<file path="src/rtl/cbc_uart_pkg.sv">
// Shared definitions for the CBC configuration UART: FSM states, packet sizes
// and the default bit period.
package cbc_uart_pkg;

    typedef enum logic [1:0] {
        IDLE,
        START,
        DATA,
        STOP
    } uart_state_e;

    localparam int unsigned CMD_BYTES     = 3;
    localparam int unsigned RSP_BYTES     = 2;
    localparam int unsigned BAUD_DIV_DFLT = 868;

endpackage

</file>
<file path="src/rtl/uart_rx_byte.sv">
// 8N1 byte receiver: 2-flop synchroniser, mid-bit sampler and LSB-first
// shift register. Reports each byte with a good or bad stop bit.
module uart_rx_byte
    import cbc_uart_pkg::*;
#(
    parameter int unsigned BAUD_DIV = BAUD_DIV_DFLT
) (
    input  logic       clk,
    input  logic       rst,
    input  logic       rx,
    output logic [7:0] rx_byte,
    output logic       byte_vld,
    output logic       stop_err,
    output logic       busy
);

    localparam int unsigned   CW       = $clog2(BAUD_DIV);
    localparam logic [CW-1:0] CNT_LAST = CW'(BAUD_DIV - 1);
    localparam logic [CW-1:0] CNT_HALF = CW'(BAUD_DIV / 2 - 1);

    uart_state_e   state_q, state_d;
    logic [CW-1:0] cnt_q, cnt_d;
    logic [2:0]    bit_q, bit_d;
    logic [7:0]    sh_q, sh_d;
    logic          sync1_q, sync1_d;
    logic          sync2_q, sync2_d;
    logic          prev_q, prev_d;
    logic          vld_q, vld_d;
    logic          err_q, err_d;

    always_comb begin
        sync1_d = rx;
        sync2_d = sync1_q;
        prev_d  = sync2_q;
        state_d = state_q;
        cnt_d   = cnt_q;
        bit_d   = bit_q;
        sh_d    = sh_q;
        vld_d   = 1'b0;
        err_d   = 1'b0;
        case (state_q)
            IDLE: begin
                if (prev_q && !sync2_q) begin
                    state_d = START;
                    cnt_d   = '0;
                end
            end
            START: begin
                // A start bit that is high again at mid-bit was only a glitch.
                if (cnt_q == CNT_HALF) begin
                    cnt_d   = '0;
                    bit_d   = '0;
                    state_d = sync2_q ? IDLE : DATA;
                end else begin
                    cnt_d = cnt_q + 1'b1;
                end
            end
            DATA: begin
                if (cnt_q == CNT_LAST) begin
                    cnt_d = '0;
                    sh_d  = {sync2_q, sh_q[7:1]};
                    bit_d = bit_q + 3'd1;
                    if (bit_q == 3'd7) state_d = STOP;
                end else begin
                    cnt_d = cnt_q + 1'b1;
                end
            end
            STOP: begin
                if (cnt_q == CNT_LAST) begin
                    cnt_d   = '0;
                    state_d = IDLE;
                    if (sync2_q) vld_d = 1'b1;
                    else         err_d = 1'b1;
                end else begin
                    cnt_d = cnt_q + 1'b1;
                end
            end
            default: state_d = IDLE;
        endcase
    end

    always_ff @(posedge clk) begin
        if (rst) begin
            state_q <= IDLE;
            cnt_q   <= '0;
            bit_q   <= '0;
            sh_q    <= '0;
            sync1_q <= 1'b1;
            sync2_q <= 1'b1;
            prev_q  <= 1'b1;
            vld_q   <= 1'b0;
            err_q   <= 1'b0;
        end else begin
            state_q <= state_d;
            cnt_q   <= cnt_d;
            bit_q   <= bit_d;
            sh_q    <= sh_d;
            sync1_q <= sync1_d;
            sync2_q <= sync2_d;
            prev_q  <= prev_d;
            vld_q   <= vld_d;
            err_q   <= err_d;
        end
    end

    assign rx_byte  = sh_q;
    assign byte_vld = vld_q;
    assign stop_err = err_q;
    assign busy     = (state_q != IDLE);

endmodule

</file>
<file path="src/rtl/cfg_host_uart.sv">
// Host end of the CBC configuration link: sends 3-byte commands on TX and
// assembles 2-byte responses from RX.
module cfg_host_uart
    import cbc_uart_pkg::*;
#(
    parameter int unsigned BAUD_DIV   = BAUD_DIV_DFLT,
    parameter int unsigned RX_GAP_MAX = 16
) (
    input  logic        clk,
    input  logic        rst,
    input  logic [23:0] cmd_data,
    input  logic        snd_cmd,
    output logic        cmd_busy,
    output logic        TX,
    input  logic        RX,
    output logic [15:0] rsp_data,
    output logic        rsp_rdy,
    input  logic        clr_rsp_rdy,
    output logic        rsp_ovr,
    output logic        frm_err
);

    localparam int unsigned   CW        = $clog2(BAUD_DIV);
    localparam logic [CW-1:0] CNT_LAST  = CW'(BAUD_DIV - 1);
    localparam logic [1:0]    LAST_BYTE = 2'(CMD_BYTES - 1);
    // Byte 0 is accepted at mid-stop, so half a bit of stop remains before the gap.
    localparam int unsigned   GAP_LIM   = RX_GAP_MAX * BAUD_DIV + BAUD_DIV / 2;
    localparam int unsigned   GW        = $clog2(GAP_LIM + 1);
    localparam logic [GW-1:0] GAP_LAST  = GW'(GAP_LIM - 1);

    uart_state_e   tx_state_q, tx_state_d;
    logic [CW-1:0] tx_cnt_q, tx_cnt_d;
    logic [2:0]    tx_bit_q, tx_bit_d;
    logic [1:0]    tx_byte_q, tx_byte_d;
    logic [23:0]   cmd_lat_q, cmd_lat_d;
    logic          tx_q, tx_d;
    logic          busy_q, busy_d;
    logic [7:0]    tx_cur;

    always_comb begin
        case (tx_byte_q)
            2'd0:    tx_cur = cmd_lat_q[23:16];
            2'd1:    tx_cur = cmd_lat_q[15:8];
            default: tx_cur = cmd_lat_q[7:0];
        endcase
    end

    always_comb begin
        tx_state_d = tx_state_q;
        tx_cnt_d   = tx_cnt_q;
        tx_bit_d   = tx_bit_q;
        tx_byte_d  = tx_byte_q;
        cmd_lat_d  = cmd_lat_q;
        tx_d       = tx_q;
        busy_d     = busy_q;
        case (tx_state_q)
            IDLE: begin
                if (snd_cmd) begin
                    cmd_lat_d  = cmd_data;
                    busy_d     = 1'b1;
                    tx_d       = 1'b0;
                    tx_cnt_d   = '0;
                    tx_byte_d  = '0;
                    tx_state_d = START;
                end
            end
            START: begin
                if (tx_cnt_q == CNT_LAST) begin
                    tx_cnt_d   = '0;
                    tx_bit_d   = '0;
                    tx_d       = tx_cur[0];
                    tx_state_d = DATA;
                end else begin
                    tx_cnt_d = tx_cnt_q + 1'b1;
                end
            end
            DATA: begin
                if (tx_cnt_q == CNT_LAST) begin
                    tx_cnt_d = '0;
                    if (tx_bit_q == 3'd7) begin
                        tx_d       = 1'b1;
                        tx_state_d = STOP;
                    end else begin
                        tx_bit_d = tx_bit_q + 3'd1;
                        tx_d     = tx_cur[tx_bit_q + 3'd1];
                    end
                end else begin
                    tx_cnt_d = tx_cnt_q + 1'b1;
                end
            end
            STOP: begin
                if (tx_cnt_q == CNT_LAST) begin
                    tx_cnt_d = '0;
                    if (tx_byte_q == LAST_BYTE) begin
                        busy_d     = 1'b0;
                        tx_state_d = IDLE;
                    end else begin
                        tx_byte_d  = tx_byte_q + 2'd1;
                        tx_d       = 1'b0;
                        tx_state_d = START;
                    end
                end else begin
                    tx_cnt_d = tx_cnt_q + 1'b1;
                end
            end
            default: tx_state_d = IDLE;
        endcase
    end

    logic [7:0] rx_byte;
    logic       rx_vld;
    logic       rx_err;
    logic       rx_busy;

    uart_rx_byte #(
        .BAUD_DIV(BAUD_DIV)
    ) u_rx (
        .clk      (clk),
        .rst      (rst),
        .rx       (RX),
        .rx_byte  (rx_byte),
        .byte_vld (rx_vld),
        .stop_err (rx_err),
        .busy     (rx_busy)
    );

    logic          sel_q, sel_d;
    logic [7:0]    hi_q, hi_d;
    logic [GW-1:0] gap_q, gap_d;
    logic [15:0]   rsp_q, rsp_d;
    logic          rdy_q, rdy_d;
    logic          ovr_q, ovr_d;
    logic          ferr_q, ferr_d;

    always_comb begin
        sel_d  = sel_q;
        hi_d   = hi_q;
        gap_d  = gap_q;
        rsp_d  = rsp_q;
        rdy_d  = rdy_q;
        ovr_d  = 1'b0;
        ferr_d = 1'b0;
        if (clr_rsp_rdy) rdy_d = 1'b0;
        if (rx_err) begin
            ferr_d = 1'b1;
            sel_d  = 1'b0;
        end else if (rx_vld) begin
            if (!sel_q) begin
                hi_d  = rx_byte;
                sel_d = 1'b1;
                gap_d = '0;
            end else begin
                rsp_d = {hi_q, rx_byte};
                rdy_d = 1'b1;
                ovr_d = rdy_q;
                sel_d = 1'b0;
            end
        end else if (sel_q && !rx_busy) begin
            if (gap_q == GAP_LAST) begin
                ferr_d = 1'b1;
                sel_d  = 1'b0;
            end else begin
                gap_d = gap_q + 1'b1;
            end
        end
    end

    always_ff @(posedge clk) begin
        if (rst) begin
            tx_state_q <= IDLE;
            tx_cnt_q   <= '0;
            tx_bit_q   <= '0;
            tx_byte_q  <= '0;
            cmd_lat_q  <= '0;
            tx_q       <= 1'b1;
            busy_q     <= 1'b0;
            sel_q      <= 1'b0;
            hi_q       <= '0;
            gap_q      <= '0;
            rsp_q      <= '0;
            rdy_q      <= 1'b0;
            ovr_q      <= 1'b0;
            ferr_q     <= 1'b0;
        end else begin
            tx_state_q <= tx_state_d;
            tx_cnt_q   <= tx_cnt_d;
            tx_bit_q   <= tx_bit_d;
            tx_byte_q  <= tx_byte_d;
            cmd_lat_q  <= cmd_lat_d;
            tx_q       <= tx_d;
            busy_q     <= busy_d;
            sel_q      <= sel_d;
            hi_q       <= hi_d;
            gap_q      <= gap_d;
            rsp_q      <= rsp_d;
            rdy_q      <= rdy_d;
            ovr_q      <= ovr_d;
            ferr_q     <= ferr_d;
        end
    end

    assign TX       = tx_q;
    assign cmd_busy = busy_q;
    assign rsp_data = rsp_q;
    assign rsp_rdy  = rdy_q;
    assign rsp_ovr  = ovr_q;
    assign frm_err  = ferr_q;

endmodule

</file>
<file path="config.mk">
export PLATFORM = sky130hd
export DESIGN_NAME = cfg_host_uart
export DESIGN_NICKNAME = d
export VERILOG_FILES = /design/src/rtl/cbc_uart_pkg.sv /design/src/rtl/uart_rx_byte.sv /design/src/rtl/cfg_host_uart.sv
export SDC_FILE = /design/constraint.sdc
export NUM_CORES = 1
export LEC_CHECK = 0
export ABC_AREA = 1
export BUFFER_PORTS_ARGS = -buffer_cell sky130_fd_sc_hd__buf_2
export CAP_MARGIN = 15
export CORE_MARGIN = 4
export CORE_UTILIZATION = 46
export DETAILED_ROUTE_END_ITERATION = 16
export GPL_ROUTABILITY_DRIVEN = 0
export PLACE_DENSITY = 0.75
export SYNTH_ARGS = -nofsm -noshare
export SYNTH_HDL_FRONTEND = slang
export SYNTH_SLANG_ARGS = --single-unit
</file>
<file path="constraint.sdc">
create_clock -name clk -period 2.9 [get_ports clk]
set_input_delay 0.58 -clock clk [delete_from_list [all_inputs] [get_ports clk]]
set_output_delay 0.58 -clock clk [all_outputs]
set_load 0.02 [all_outputs]
</file>
==> run summary <==
outcome = complete, no violations
DRC viols = 0
Met2 Wirelength = 4.95 mm
final hold vios = 0
Post-layout nets = 823
WL final = 11.1 mm
Starting Density = 47.6%
vias in the first global route = 4346
fin cells = 923
crit path max fanout = 25
critical path, cell by cell = inv_1 > ha_1 > nand2_1 > inv_2 > nor2_1 > nor2_1
yosys warns = 0
initial antenna violation count = 0
Worst-Margin Slew = 655 ps
postcts setup bufs = 0
Min Clock Period, post-route = 1940 ps
depth of the worst hold-timing path = 2
crit path from = tx_state_q[0]
Rel. slew slack = 56.2%
share of cells above drive strength 1 = 12.6%
Vias = 4669
Total GRT Usage = 18.3%
most frequent cells in the layout = 120 x nand2_1, 113 x dfxtp_1, 111 x nor2_1
Leak = 2.55 nW
syn avg cell area = 7.23 µm²
top layer in use = met4
met3 WL = 479 µm
Synth Area in Adders = 5.27%
Synth area leader = dfxtp_1
DR WL/cell = 12.0 µm
CP Launch Type = flip-flop
die height = 115 µm
RR Startpoint = tx_state_q[0]
final cell utilization of the core = 55.6%
mapped cell area = 5220 µm²
die area = 13100 µm²
CTS Buffer Depth = 2
I/O pins = 50
CP Depth = 6
most common cell after layout, fill and taps aside = nand2_1
delay-heaviest family, CP = simple AND/OR/NAND/NOR gates
hold_sp = RX
first-pass GRT wire length = 19.5 mm
post-synthesis sequential area ratio = 43.3%
vias per std cell = 5.06
Setup Viol. Count Final = 0
Synth top area share = 43.3%
#FFs+latches synth = 113
Ant. Diodes = 0
hold buffer count at CTS = 0
Req. time, crit path = 3190 ps
critical path arrival = 2240 ps
IO Port Bufs = 49
compound-cell area share of the yosys netlist = 15.0%
Mapped Cells = 723
Max Cap Violations = 0
Gates resized, CTS repair = 0
first drt pass iteration count = 4
HP Class = in2reg
R2R Path End = cmd_lat_q[23]
remaining global-route overflow = 0
PD cells = 730 nW/µm²
XOR/XNOR Fraction of Synth Area = 1.51%
total CTS buffers = 17
largest family of logic cells by synthesized area = simple AND/OR/NAND/NOR gates
crit path kind = reg2reg
setup TNS = 0 ps
placed inst area = 5570 µm²
row count = 38
initial DRC count = 285
antenna-violating nets left = 0
RSZ-0062 raised after global routing = no
WL met1 = 5.47 mm
post-synth cell types = 36
Simple-Gate Fraction of Synth Area = 27.2%
Die Width = 115 µm
clk sink count = 113
clock-pin slew on the worst setup and hold paths = 50 ps
Final Cell Area = 6110 µm²
Synth Net Count = 774
Clk Latency, worst-skew pair = 410 ps
Crit-path slowest cell = nand2_1
CTS tree = yes
reg2reg setup slack = 960 ps
Max VDD drop = 507 µV
Synth area leaders = dfxtp_1 43%, nand2_1 8.6%, nor2_1 8.0%, o21ai_0 7.0%, a21oi_1 6.2%
hold path endpoint = u_rx.sync1_q
post-DP HPWL = 7.75 mm
H-tree depth = 4
Core ar. = 11000 µm²
CP peak stage delay = 500 ps
FMAX = 0.514 GHz
largest net degree at the start of global routing = 63
number of buffer and inverter stages on the critical path = 2
Final Power = 4.46 mW
Final Slew Violations = 0
skew final = 7.38 ps
Tcrit/Tclk final = 67.0%
Placed Cells = 893
worst reg2reg path depth = 6
Layout area overhead = 17.0%
mux cell area share after synthesis = 0%
CTS Root Cell = clkbuf_16
most used cell, CP = nor2_1
Worst setup EP type = flip-flop
worst reg2reg max path: stages, from the launching register on:
cell and delay [ps]:
dfxtp_1 370, inv_1 120, ha_1 240, nand2_1 500
inv_2 360, nor2_1 180, nor2_1 60
how the worst max path moves through the flow:
stage	to	slack, ps
2_1_floorplan	tx_cnt_q[9]	1190
3_3_place_gp	cmd_lat_q[6]	960
3_5_place_dp	cmd_lat_q[10]	940
4_1_cts	cmd_lat_q[23]	920
5_1_grt	tx_cnt_q[9]	730
6_report	cmd_lat_q[23]	960
through the flow:
stage | hold WS (ps) | worst slack [ps]
final | 353 | 956
after global routing | 344 | 732
after CTS | 336 | 922
after detailed placement | 404 | 944
after global placement | 394 | 965
after floorplan | 389 | 1190
area by class of cell:
class                           instances  area (µm²)
Timing Repair Buffer                   53         275
Tap cell                              140         175
Sequential cell                       113        2260
Clock inverter                          5        55.1
Multi-Input combinational cell        508        2560
Fill cell                            1029        4870
Inverter                               79         297
Clock buffer                           25         485
cells by family after synthesis:
logic type,count (synthesis)
AO/OA/AOI/OAI,150
XOR/XNOR,9
adder cells (fa/ha/maj),22
flip-flops,113
buffers and inverters,102
AND/OR/NAND/NOR,327
layer usage:
layer / up-vias / track usage (%)
li1: 2469 / -
met1: 2101 / 24.2
met2: 83 / 27.7
met3: 16 / 5.39
met4: 0 / 7.92
met5: - / 0
power by group:
| group | switching (mW) | internal [mW] |
|---|---|---|
| clock | 0.660 | 1.23 |
| sequential | 0.0827 | 1.70 |
| combinational | 0.527 | 0.264 |
synth_stat cells:
master	number
inv_2	5
o21ai_0	73
nor3_2	2
buf_4	1
o211a_1	1
nor4_1	1
o2111ai_1	1
clkbuf_1	14
inv_1	73
o311ai_0	1
xor2_1	7
nand3_1	43
nand2_2	4
o22ai_1	1
clkinv_1	1
nor2_4	1
nand2_4	2
o21bai_1	1
o21a_1	1
a21oi_1	65
nor2_2	4
nand4_1	19
dfxtp_1	113
nand3b_1	2
nor2_1	111
buf_1	1
nand2_1	120
o41ai_1	1
nor3_1	15
ha_1	22
xnor2_1	2
a211oi_1	4
o31ai_1	1
buf_2	6
buf_6	1
or2_2	3
state kept, by name (all words and copies together) (netlist names), 2 cells and up, named ones only:
| name | flops |
|---|---|
| gap_q | 14 |
| tx_state_q | 2 |
| u_rx.bit_q | 3 |
| tx_bit_q | 3 |
| tx_byte_q | 2 |
| u_rx.rx_byte | 8 |
| cmd_lat_q | 24 |
| tx_cnt_q | 10 |
| u_rx.cnt_q | 10 |
| hi_q | 8 |
| rsp_data | 16 |
Note: power is estimated with default switching activity, not from simulation.
